$ cat config.mk
export PLATFORM = sky130hd
export DESIGN_NAME = spi_engine
export DESIGN_NICKNAME = d
export VERILOG_FILES = /design/src/rtl/spi_engine.sv
export SDC_FILE = /design/constraint.sdc
export NUM_CORES = 1
export LEC_CHECK = 0
export ABC_AREA = 1
export CELL_PAD_IN_SITES_DETAIL_PLACEMENT = 1
export CELL_PAD_IN_SITES_GLOBAL_PLACEMENT = 2
export CORE_MARGIN = 2
export CORE_UTILIZATION = 30
export DETAILED_ROUTE_END_ITERATION = 6
export PLACE_DENSITY = 0.85
export SLEW_MARGIN = 20
export SYNTH_ARGS = -nofsm -noshare
export SYNTH_HDL_FRONTEND = slang
export SYNTH_SLANG_ARGS = --single-unit
$ cat constraint.sdc
create_clock -name raw_clk_i -period 2.1 [get_ports raw_clk_i]
set_input_delay 0.21 -clock raw_clk_i [delete_from_list [all_inputs] [get_ports raw_clk_i]]
set_output_delay 0.21 -clock raw_clk_i [all_outputs]
set_load 0.05 [all_outputs]
$ cat src/rtl/spi_engine.sv
// spi_engine: byte-wide SPI master shift engine, mode 0 (CPOL=0, CPHA=0), MSB first.
// The engine accepts a start request in IDLE and shifts out the TX byte on MOSI.
// It captures MISO on every SCLK rising edge and reports the received byte on completion.
// SCLK half-period is CLK_DIV raw_clk cycles. CLK_DIV must be in 1..255.
module spi_engine #(
    parameter logic [7:0] CLK_DIV = 8'd4
) (
    input  logic       raw_clk_i,
    input  logic       reset_i,
    input  logic       start_i,
    input  logic [7:0] data_tx_i,
    output logic [7:0] data_rx_o,
    output logic       busy_o,
    output logic       done_o,
    output logic       sclk_o,
    output logic       mosi_o,
    input  logic       miso_i
);

    typedef enum logic [1:0] {
        ST_IDLE = 2'd0,
        ST_LOW  = 2'd1,
        ST_HIGH = 2'd2
    } state_t;

    state_t     state_q, state_d;
    logic [7:0] div_cnt_q, div_cnt_d;
    logic [2:0] bit_cnt_q, bit_cnt_d;
    logic [7:0] tx_shift_q, tx_shift_d;
    logic [7:0] rx_shift_q, rx_shift_d;
    logic [7:0] data_rx_q, data_rx_d;
    logic       busy_q, busy_d;
    logic       done_q, done_d;
    logic       sclk_q, sclk_d;
    logic       mosi_q, mosi_d;
    logic       div_last_s;

    // The current SCLK half-period ends on this cycle's edge.
    assign div_last_s = (div_cnt_q == (CLK_DIV - 8'd1));

    // Next-state and output logic of the shift engine.
    always_comb begin
        state_d    = state_q;
        div_cnt_d  = div_cnt_q;
        bit_cnt_d  = bit_cnt_q;
        tx_shift_d = tx_shift_q;
        rx_shift_d = rx_shift_q;
        data_rx_d  = data_rx_q;
        busy_d     = busy_q;
        done_d     = 1'b0;
        sclk_d     = sclk_q;
        mosi_d     = mosi_q;
        case (state_q)
            ST_IDLE: begin
                sclk_d = 1'b0;
                mosi_d = 1'b0;
                busy_d = 1'b0;
                if (start_i) begin
                    state_d    = ST_LOW;
                    tx_shift_d = data_tx_i;
                    mosi_d     = data_tx_i[7];
                    bit_cnt_d  = 3'd0;
                    div_cnt_d  = 8'd0;
                    busy_d     = 1'b1;
                end else begin
                    state_d = ST_IDLE;
                end
            end
            ST_LOW: begin
                if (div_last_s) begin
                    // Rising SCLK edge: MISO is captured on this same edge.
                    state_d    = ST_HIGH;
                    sclk_d     = 1'b1;
                    rx_shift_d = {rx_shift_q[6:0], miso_i};
                    div_cnt_d  = 8'd0;
                end else begin
                    div_cnt_d = div_cnt_q + 8'd1;
                end
            end
            ST_HIGH: begin
                if (div_last_s) begin
                    sclk_d    = 1'b0;
                    div_cnt_d = 8'd0;
                    if (bit_cnt_q != 3'd7) begin
                        // Falling SCLK edge: present the next bit while SCLK is low.
                        state_d    = ST_LOW;
                        tx_shift_d = {tx_shift_q[6:0], 1'b0};
                        mosi_d     = tx_shift_q[6];
                        bit_cnt_d  = bit_cnt_q + 3'd1;
                    end else begin
                        state_d   = ST_IDLE;
                        mosi_d    = 1'b0;
                        busy_d    = 1'b0;
                        done_d    = 1'b1;
                        data_rx_d = rx_shift_q;
                    end
                end else begin
                    div_cnt_d = div_cnt_q + 8'd1;
                end
            end
            default: begin
                state_d = ST_IDLE;
                sclk_d  = 1'b0;
                mosi_d  = 1'b0;
                busy_d  = 1'b0;
            end
        endcase
    end

    // State register with synchronous reset; reset discards any partial byte.
    always_ff @(posedge raw_clk_i) begin
        if (reset_i) begin
            state_q    <= ST_IDLE;
            div_cnt_q  <= 8'd0;
            bit_cnt_q  <= 3'd0;
            tx_shift_q <= 8'd0;
            rx_shift_q <= 8'd0;
            data_rx_q  <= 8'd0;
            busy_q     <= 1'b0;
            done_q     <= 1'b0;
            sclk_q     <= 1'b0;
            mosi_q     <= 1'b0;
        end else begin
            state_q    <= state_d;
            div_cnt_q  <= div_cnt_d;
            bit_cnt_q  <= bit_cnt_d;
            tx_shift_q <= tx_shift_d;
            rx_shift_q <= rx_shift_d;
            data_rx_q  <= data_rx_d;
            busy_q     <= busy_d;
            done_q     <= done_d;
            sclk_q     <= sclk_d;
            mosi_q     <= mosi_d;
        end
    end

    assign data_rx_o = data_rx_q;
    assign busy_o    = busy_q;
    assign done_o    = done_q;
    assign sclk_o    = sclk_q;
    assign mosi_o    = mosi_q;

endmodule

Word level (Yosys, flattened, before mapping)
Cells that the tools add are included.
Storage, ports and cells
  register bits after elaboration: 40
  input port bits: 12
  output and inout port bits: 12
Cells by class
  add/sub/neg operators: 2
  equality and inequality tests: 9
  multiplexer cells: 28
  bitwise operators: 4
  reductions and logical operators: 12
Operators by type and width (count)
  7-bit two-way mux: 3
  8-bit two-way mux: 2
  8-bit case mux with 2 select lines: 1
  7-bit case mux with 2 select lines: 1
  1-bit two-way mux: 11
  2-bit != test (second input constant): 5
  3-bit two-way mux: 3
  8-bit by 1-bit adder with 8-bit output (second input constant): 1
  8-bit by 2-bit equality test with 1-bit output (second input constant): 1
  2-bit AND reduction: 4
  1-bit case mux with 3 select lines: 2
  2-bit case mux with 3 select lines: 1
  3-bit case mux with 2 select lines: 1
  3-bit AND reduction: 2
  2-bit two-way mux: 2
  1-bit NOT: 4
  4-bit AND reduction: 1
  2-bit nonzero test: 2
  3-bit by 1-bit adder with 3-bit output (second input constant): 1
  3-bit != test (second input constant): 1
  3-bit OR reduction: 1
  2-bit by 1-bit equality test with 1-bit output (second input constant): 1
  2-bit equality test (second input constant): 1
  2-bit logical NOT: 1
  2 further kinds: 2

Longest topological paths before layout
Gate-level depths: netlist of the first run.
  word-level depth: 4
  gate-level depth with buffers: 10

Least setup slack after synthesis of the first run
OpenSTA, ideal clock, no wires.
  path kind: reg2reg
  start point: reg state_q[1]
  end point: reg div_cnt_q[5]
  setup time: 115 ps
  arrival: 1708 ps
  setup slack: 277 ps
  cell stages (with the launch flop): 9
  buffers on the path: 0
  path through: dfxtp_1 > inv_1 > ha_1 > nand2_1 > nand2_1 > nor3_1 > nand2_1 > nand3_1 > nor2_1
Between the ends
  longest elaborated chain between the ends: 4
  elaborated cells between the ends (all ways): 8
  those cells by class: eq/ne: 3; mux: 1; reduce/logical: 4
Ends and longest elaborated chain
  start: declaration: RTL line 26  | state_t state_q, state_d;
  start signal: assignment: RTL line 124  | state_q <= state_d;
  2-bit equality test or 2-bit by 1-bit equality test with 1-bit output (tied branches): RTL line 53  | case (state_q)
  2-bit OR reduction (no source line)
  2-bit nonzero test (no source line)
  2-bit AND reduction (no source line)
  end signal: assignment: RTL line 125  | div_cnt_q <= div_cnt_d;
  end: declaration: RTL line 27  | logic [7:0] div_cnt_q, div_cnt_d;
Several ways; a longest one is shown, not always the timed one.
A chain may end at the register's enable or synchronous reset.

==> impl_metrics.yaml, run 1 <==
hold_path:
  hp-class: "register to register"
  worstHoldStart: "rx_shift_q[7]$_SDFFE_PP0P_"
  holdPathEnd: "rx_shift_q[7]$_SDFFE_PP0P_"
  hold_depth: 2
finish:
  final_core_util_pct: 37.1
  syn2layout_area_growth_pct: 20.3
  layout-drive-gt1-share_pct: 7.40
  nFillCells: 818
  n_antenna_cell: 0
  finalNetCount: 332
critical_path:
  worstSetupStartpoint: "state_q[1]$_SDFFE_PP0P_"
  critPathKind: "register to output port"
  crit_chain: "clkdlybuf4s50_1"
  crit_buf_inv: 1
  critPathRequiredTime_ns: 1.89
  cp_top_family: "buffers and inverters"
  end_kind: "output port"
  slowest_stage: "clkdlybuf4s50_1"
  cpPeakStageDelay_ns: 0.83
  rrSetupSlack_ns: 0.40
  r2r.worst_path.cells: 7
  start_kind: "register"
  cp.arrival_ns: 1.53
  worstPathMaxFanout: 4
  r2r-end: "bit_cnt_q[2]$_SDFFE_PP0P_"
  timing.rr.start: "state_q[1]$_SDFFE_PP0P_"
logic_synthesis:
  yosys-mux-area-fraction_pct: 0
  synth_top_area_cell: "dfxtp_1"
  syn_area_mm2: 0.00195
  synth.most_common_cell: "nand2_1"
  synth_common_cells: "77 x nand2_1, 41 x nor2_1, 40 x inv_1"
  async_reset_ff_share_pct: 0
  synth_top_family_by_area: "simple AND/OR/NAND/NOR gates"
  synthFlopType: "dfxtp_1"
  ys_warn_count: 0
  yosysUniqueCellTypes: 26
  synth-adder-area-share_pct: 5.13
  ys_seq_area_share_pct: 40.1
  ys_top_cells_by_area: "dfxtp_1 40%, nand2_1 15%, nor2_1 7.9%"
  synthSimpleGateAreaFrac_pct: 33.8
  synth_compound_area_share_pct: 7.83
  synth_cells: 285
  syn_avg_cell_area_um2: 6.84
  synth-xor-area-share_pct: 1.35
  syn-num-nets: 305
  ys_ff_latch: 39
  yosys.area.top_type_share_pct: 40.1
  synth-edff-count: 0
power_and_ir_drop:
  p_leak_nw: 1.09
  p_per_area_mw_per_mm2: 632
  peakVddDrop_v: 0.000324
floorplanning:
  coreArea_mm2: 0.00631
  row_count: 29
  io_pins: 24
  dieArea_mm2: 0.00716
  die-height_um: 84.6
  start_util_pct: 30.9
  die_width_um: 84.6
sta:
  fin_ws_ns: 0.359
  clock.fmax_ghz: 0.574
  finalHoldViolations: 0
  post-route-period-util_pct: 82.9
  finalMaxSlewViolations: 0
  rsz0062_at_grt: "false"
  fin_skew_ns: 0.00608
  worstMarginPinSlew_ns: 0.496
  final.setup.tns_ns: 0
  fin_crit_ns: 1.74
  finalSetupViolations: 0
  maxSlewHeadroom_pct: 66.9
route:
  firstDrtPassIters: 7
  drtIter0Drc: 60
  ant_nets: 0
  drc_errors: 0
  wl_per_cell_um: 12.2
  via_count: 1785
  drt-total-wl_um: 4730
  vias_per_cell: 4.60
cts:
  cts_buffers: 5
  post_cts_buffers: 0
  insertion_delay_ns: 0.29
  cts_tree: "done"
  postCtsHoldBufs: 0
  ctsResizeCount: 0
  cts_sinks: 39
  cts.htree.levels: 2
  clk_pin_slew_ns: 0.08
  clockBufferDepth: 2
  clockRootBuffer: "clkbuf_8"
global_routing:
  grt_max_degree: 19
  grt_use_total_pct: 14.3
  first_global_vias: 1797
  grt_overflow: 0
  grt_first_pass_wirelength_um: 8270
  antenna_found_initial: 0
placement:
  dp_slack_ns: 0.375
  dp_hpwl_um: 3410
  io_buffers: 23
  gp_congestion: 0.696
outcome:
  status: "complete, no violations"
job:
  drv_cap: 0
## worst max path at each step
| stage | to | slack [ns] | cells after the start |
|---|---|---|---|
| 2_1_floorplan | div_cnt_q[5]$_SDFFE_PP0P_ | 0.28 | 8 |
| 3_3_place_gp | bit_cnt_q[2]$_SDFFE_PP0P_ | 0.44 | 7 |
| 3_5_place_dp | bit_cnt_q[0]$_SDFFE_PP0P_ | 0.37 | 8 |
| 4_1_cts | sclk_o | 0.34 | 1 |
| 5_1_grt | div_cnt_q[5]$_SDFFE_PP0P_ | 0.17 | 8 |
| 6_report | sclk_o | 0.36 | 1 |
## area by class of cell
class,instances,area (µm²),area share (%)
Multi-Input combinational cell,191,938,40.0
Sequential cell,39,781,33.3
Timing Repair Buffer,30,283,12.1
Inverter,45,174,7.42
Tap cell,77,96.3,4.11
Clock buffer,6,72.6,3.09
## per-stage QoR
stage,total power [mW],cells,cell area (µm²),hold WS [ns]
3_3_place_gp,1.02,382,2270,0.456
5_1_grt,1.57,388,2340,0.506
2_1_floorplan,0.948,285,1950,0.279
6_report,1.48,388,2340,0.483
3_5_place_dp,1.03,382,2270,0.463
4_1_cts,1.51,388,2340,0.482
## cells by family after synthesis
logic type	after synthesis
simple gates	153
fa+ha+maj	8
xor+xnor	3
flops	39
compound gates	27
buf+inv	55
## power by group
group | internal [mW] | switching [mW]
logic | 0.0875 | 0.136
registers | 0.769 | 0.0136
clock network | 0.222 | 0.255
total | 1.08 | 0.404
## per-layer routing
metal / part of all wire (%) / vias up / GRT usage [%]
met3: 2.8 / 4 / 3.64
li1: - / 931 / -
met2: 50 / 15 / 24.8
met1: 46 / 835 / 17.3
met4: 1.3 / 0 / 4.76
met5: 0 / - / 0
## sequential cells by signal, indices dropped and copies added, names as in the netlist
name        count
done_o          1
tx_shift_q      7
bit_cnt_q       3
data_rx_o       8
div_cnt_q       8
state_q         2
rx_shift_q      8
busy_o          1
mosi_o          1
## cells in the final DEF, fill, tap and decap left out, types with 4 or more instances in the layout
master | netlist | final
inv_2 | 4 | 4
nand3_1 | 15 | 15
nand2_1 | 77 | 77
dfxtp_1 | 39 | 39
nor2_1 | 41 | 41
clkdlybuf4s50_1 | 0 | 23
inv_1 | 40 | 40
ha_1 | 8 | 8
nand4_1 | 11 | 11
a21oi_1 | 16 | 16
clkbuf_8 | 0 | 5
buf_4 | 2 | 7
o21a_1 | 6 | 6
Note: power is estimated with default switching activity, not from simulation.
==> inputs of run 2 (changes only) <==
--- a/config.mk
+++ b/config.mk
@@ -9,9 +9,9 @@
 export CELL_PAD_IN_SITES_DETAIL_PLACEMENT = 1
 export CELL_PAD_IN_SITES_GLOBAL_PLACEMENT = 2
 export CORE_MARGIN = 2
-export CORE_UTILIZATION = 30
+export CORE_UTILIZATION = 27
 export DETAILED_ROUTE_END_ITERATION = 6
-export PLACE_DENSITY = 0.85
+export PLACE_DENSITY = 0.81
 export SLEW_MARGIN = 20
 export SYNTH_ARGS = -nofsm -noshare
 export SYNTH_HDL_FRONTEND = slang
==> constraint.sdc (replaced) <==
create_clock -name raw_clk_i -period 1.52 [get_ports raw_clk_i]
set_input_delay 0.152 -clock raw_clk_i [delete_from_list [all_inputs] [get_ports raw_clk_i]]
set_output_delay 0.152 -clock raw_clk_i [all_outputs]
set_load 0.05 [all_outputs]
==> run 2 against run 1 <==
  * Combinational power rose by 64%
  * Die area grew 11%
  * Sequential power up 38%
  * Non-clock buffer count is 15 higher
  * Cell area rose by 11%
  * Utilization up 0.42 points
  * First-iteration DRC count grew 17%
  * Via count grew 6.1%
  * Flip-flop and latch count is the same
  * Worst hold slack worse by 0.033 ns
  * Critical path depth rose by 6
  * Clock-buffer cell count increased by 1
  * Largest power group unchanged
==> impl_metrics.yaml, run 2 (synthesis results as in run 1) <==
outcome:
  status: "complete, no violations"
finish:
  finalNonFillerCells: 426
  mostFrequentLayoutCells: "72 x nand2_1, 39 x inv_1, 39 x nor2_1"
  n_antenna_cell: 0
  design_area_mm2: 0.00259
  syn2layout_area_growth_pct: 33.1
  layout-drive-gt1-share_pct: 21.8
  finalNetCount: 349
  final_common_cell: "nand2_1"
  final_core_util_pct: 37.6
sta:
  finalHoldViolations: 0
  clock.fmax_ghz: 0.697
  maxSlewHeadroom_pct: 82.4
  hold_ws_ns: 0.449
  final.setup.tns_ns: 0
  fin_skew_ns: 0.00341
  post-route-period-util_pct: 94.3
  finalMaxSlewViolations: 0
  fin_crit_ns: 1.43
  fin_ws_ns: 0.0860
  finalSetupViolations: 0
  worstMarginPinSlew_ns: 0.261
route:
  drtIter0Drc: 70
  drc_errors: 0
  vias_per_cell: 4.45
  via_count: 1894
  firstDrtPassIters: 4
  drt-total-wl_um: 5310
  ant_nets: 0
  wl_per_cell_um: 12.5
global_routing:
  grt_max_degree: 18
  first_global_vias: 1892
  grt_first_pass_wirelength_um: 8240
  grt_overflow: 0
  antenna_found_initial: 0
  grt_use_total_pct: 13.3
cts:
  cts.htree.levels: 2
  clockBufferDepth: 2
  clk_pin_slew_ns: 0.08
  cts_sinks: 39
  clockRootBuffer: "clkbuf_8"
  cts_buffers: 5
  cts_tree: "done"
  insertion_delay_ns: 0.29
  postCtsHoldBufs: 0
floorplanning:
  start_util_pct: 28.2
  io_pins: 24
  die_width_um: 89.0
  die-height_um: 89.0
  dieArea_mm2: 0.00792
  coreArea_mm2: 0.00691
  row_count: 30
critical_path:
  critPathKind: "register to register"
  cp.arrival_ns: 1.63
  start_kind: "register"
  end_kind: "register"
  slowest_stage: "dfxtp_1"
  crit_top_cell: "ha_2"
  worstPathMaxFanout: 5
  critPathRequiredTime_ns: 1.71
  cpPeakStageDelay_ns: 0.33
  crit_chain: "ha_2 -> ha_2 -> o21ai_4 -> buf_4 -> nand4_1 -> nand2_1 -> nor2_1"
placement:
  place_area_mm2: 0.00236
  io_buffers: 23
  gp_congestion: 0.764
  dp_slack_ns: -0.0723
  dp_hpwl_um: 3620
  place_inst: 413
hold_path:
  hp-class: "input port to register"
power_and_ir_drop:
  p_leak_nw: 1.21
  p_per_area_mw_per_mm2: 824
  peakVddDrop_v: 0.000426
  power_mw: 2.14
job:
  drv_cap: 0
==> run 2: changes by cell type in the layout (fill, tap and decap cells not counted), sizes merged <==
cell           before  now
clkbuf              6    7
clkdlybuf4s50      23   11
clkinv              1    2
nand3              17   19
buf                 7   34
==> run 2: per-layer routing <==
metal / track usage, % / vias to the layer above / part of all wire, %
li1: - / 970 / -
met2: 24.6 / 17 / 51
met5: 0 / - / 0
met1: 15.6 / 903 / 45
met4: 4.07 / 0 / 0.90
met3: 2.31 / 4 / 2.2
==> run 2: timing repair <==
item                                    in CTS  in global routing
pin swaps                                    0                  3
endpoints found under the setup margin       7                 36
endpoints found under the hold margin        0                  0
setup buffers                                0                  2
gates resized for setup                      5                 26
cloned                                       0                  3
==> run 2: where the power goes <==
part / total [mW] / internal [mW] / switching, mW
logic: 0.365 / 0.153 / 0.212
registers: 1.08 / 1.06 / 0.0204
clock network: 0.690 / 0.323 / 0.367
==> run 2: worst max-delay path, delay by kind of cell (launching register included) <==
kind / cells / cell delay, ns
buf+inv: 1 / 0.19
simple gates: 3 / 0.22
flops: 1 / 0.33
fa+ha+maj: 2 / 0.39
compound gates: 1 / 0.21
==> run 2: cell type report <==
| class | instances | area, µm² |
|---|---|---|
| clock buffers | 7 | 76.3 |
| clock inverters | 1 | 5.00 |
| fillers | 917 | 4310 |
| inverters | 45 | 174 |
| multi-input cells | 193 | 1050 |
| flip-flops and latches | 39 | 788 |
| well taps | 96 | 120 |
| repair buffers | 45 | 384 |
==> run 2: worst paths after layout <==
path	start	to	slack [ns]	depth (start not counted)
hold / removal	miso_i	rx_shift_q[0]$_SDFFE_PP0P_	0.45	3
setup / recovery	bit_cnt_q[1]$_SDFFE_PP0P_	tx_shift_q[6]$_SDFFE_PP0P_	0.09	7
setup reg to reg	bit_cnt_q[1]$_SDFFE_PP0P_	tx_shift_q[6]$_SDFFE_PP0P_	0.09	7
hold reg to reg	rx_shift_q[7]$_SDFFE_PP0P_	rx_shift_q[7]$_SDFFE_PP0P_	0.48	2
==> inputs of run 3 (changes only) <==
--- a/config.mk
+++ b/config.mk
@@ -11,6 +11,7 @@
 export CORE_MARGIN = 2
 export CORE_UTILIZATION = 27
 export DETAILED_ROUTE_END_ITERATION = 6
+export GPL_ROUTABILITY_DRIVEN = 0
 export PLACE_DENSITY = 0.81
 export SLEW_MARGIN = 20
 export SYNTH_ARGS = -nofsm -noshare
==> results of run 3 <==
No change in the layout: final DEF, timing and power equal those of run 2.
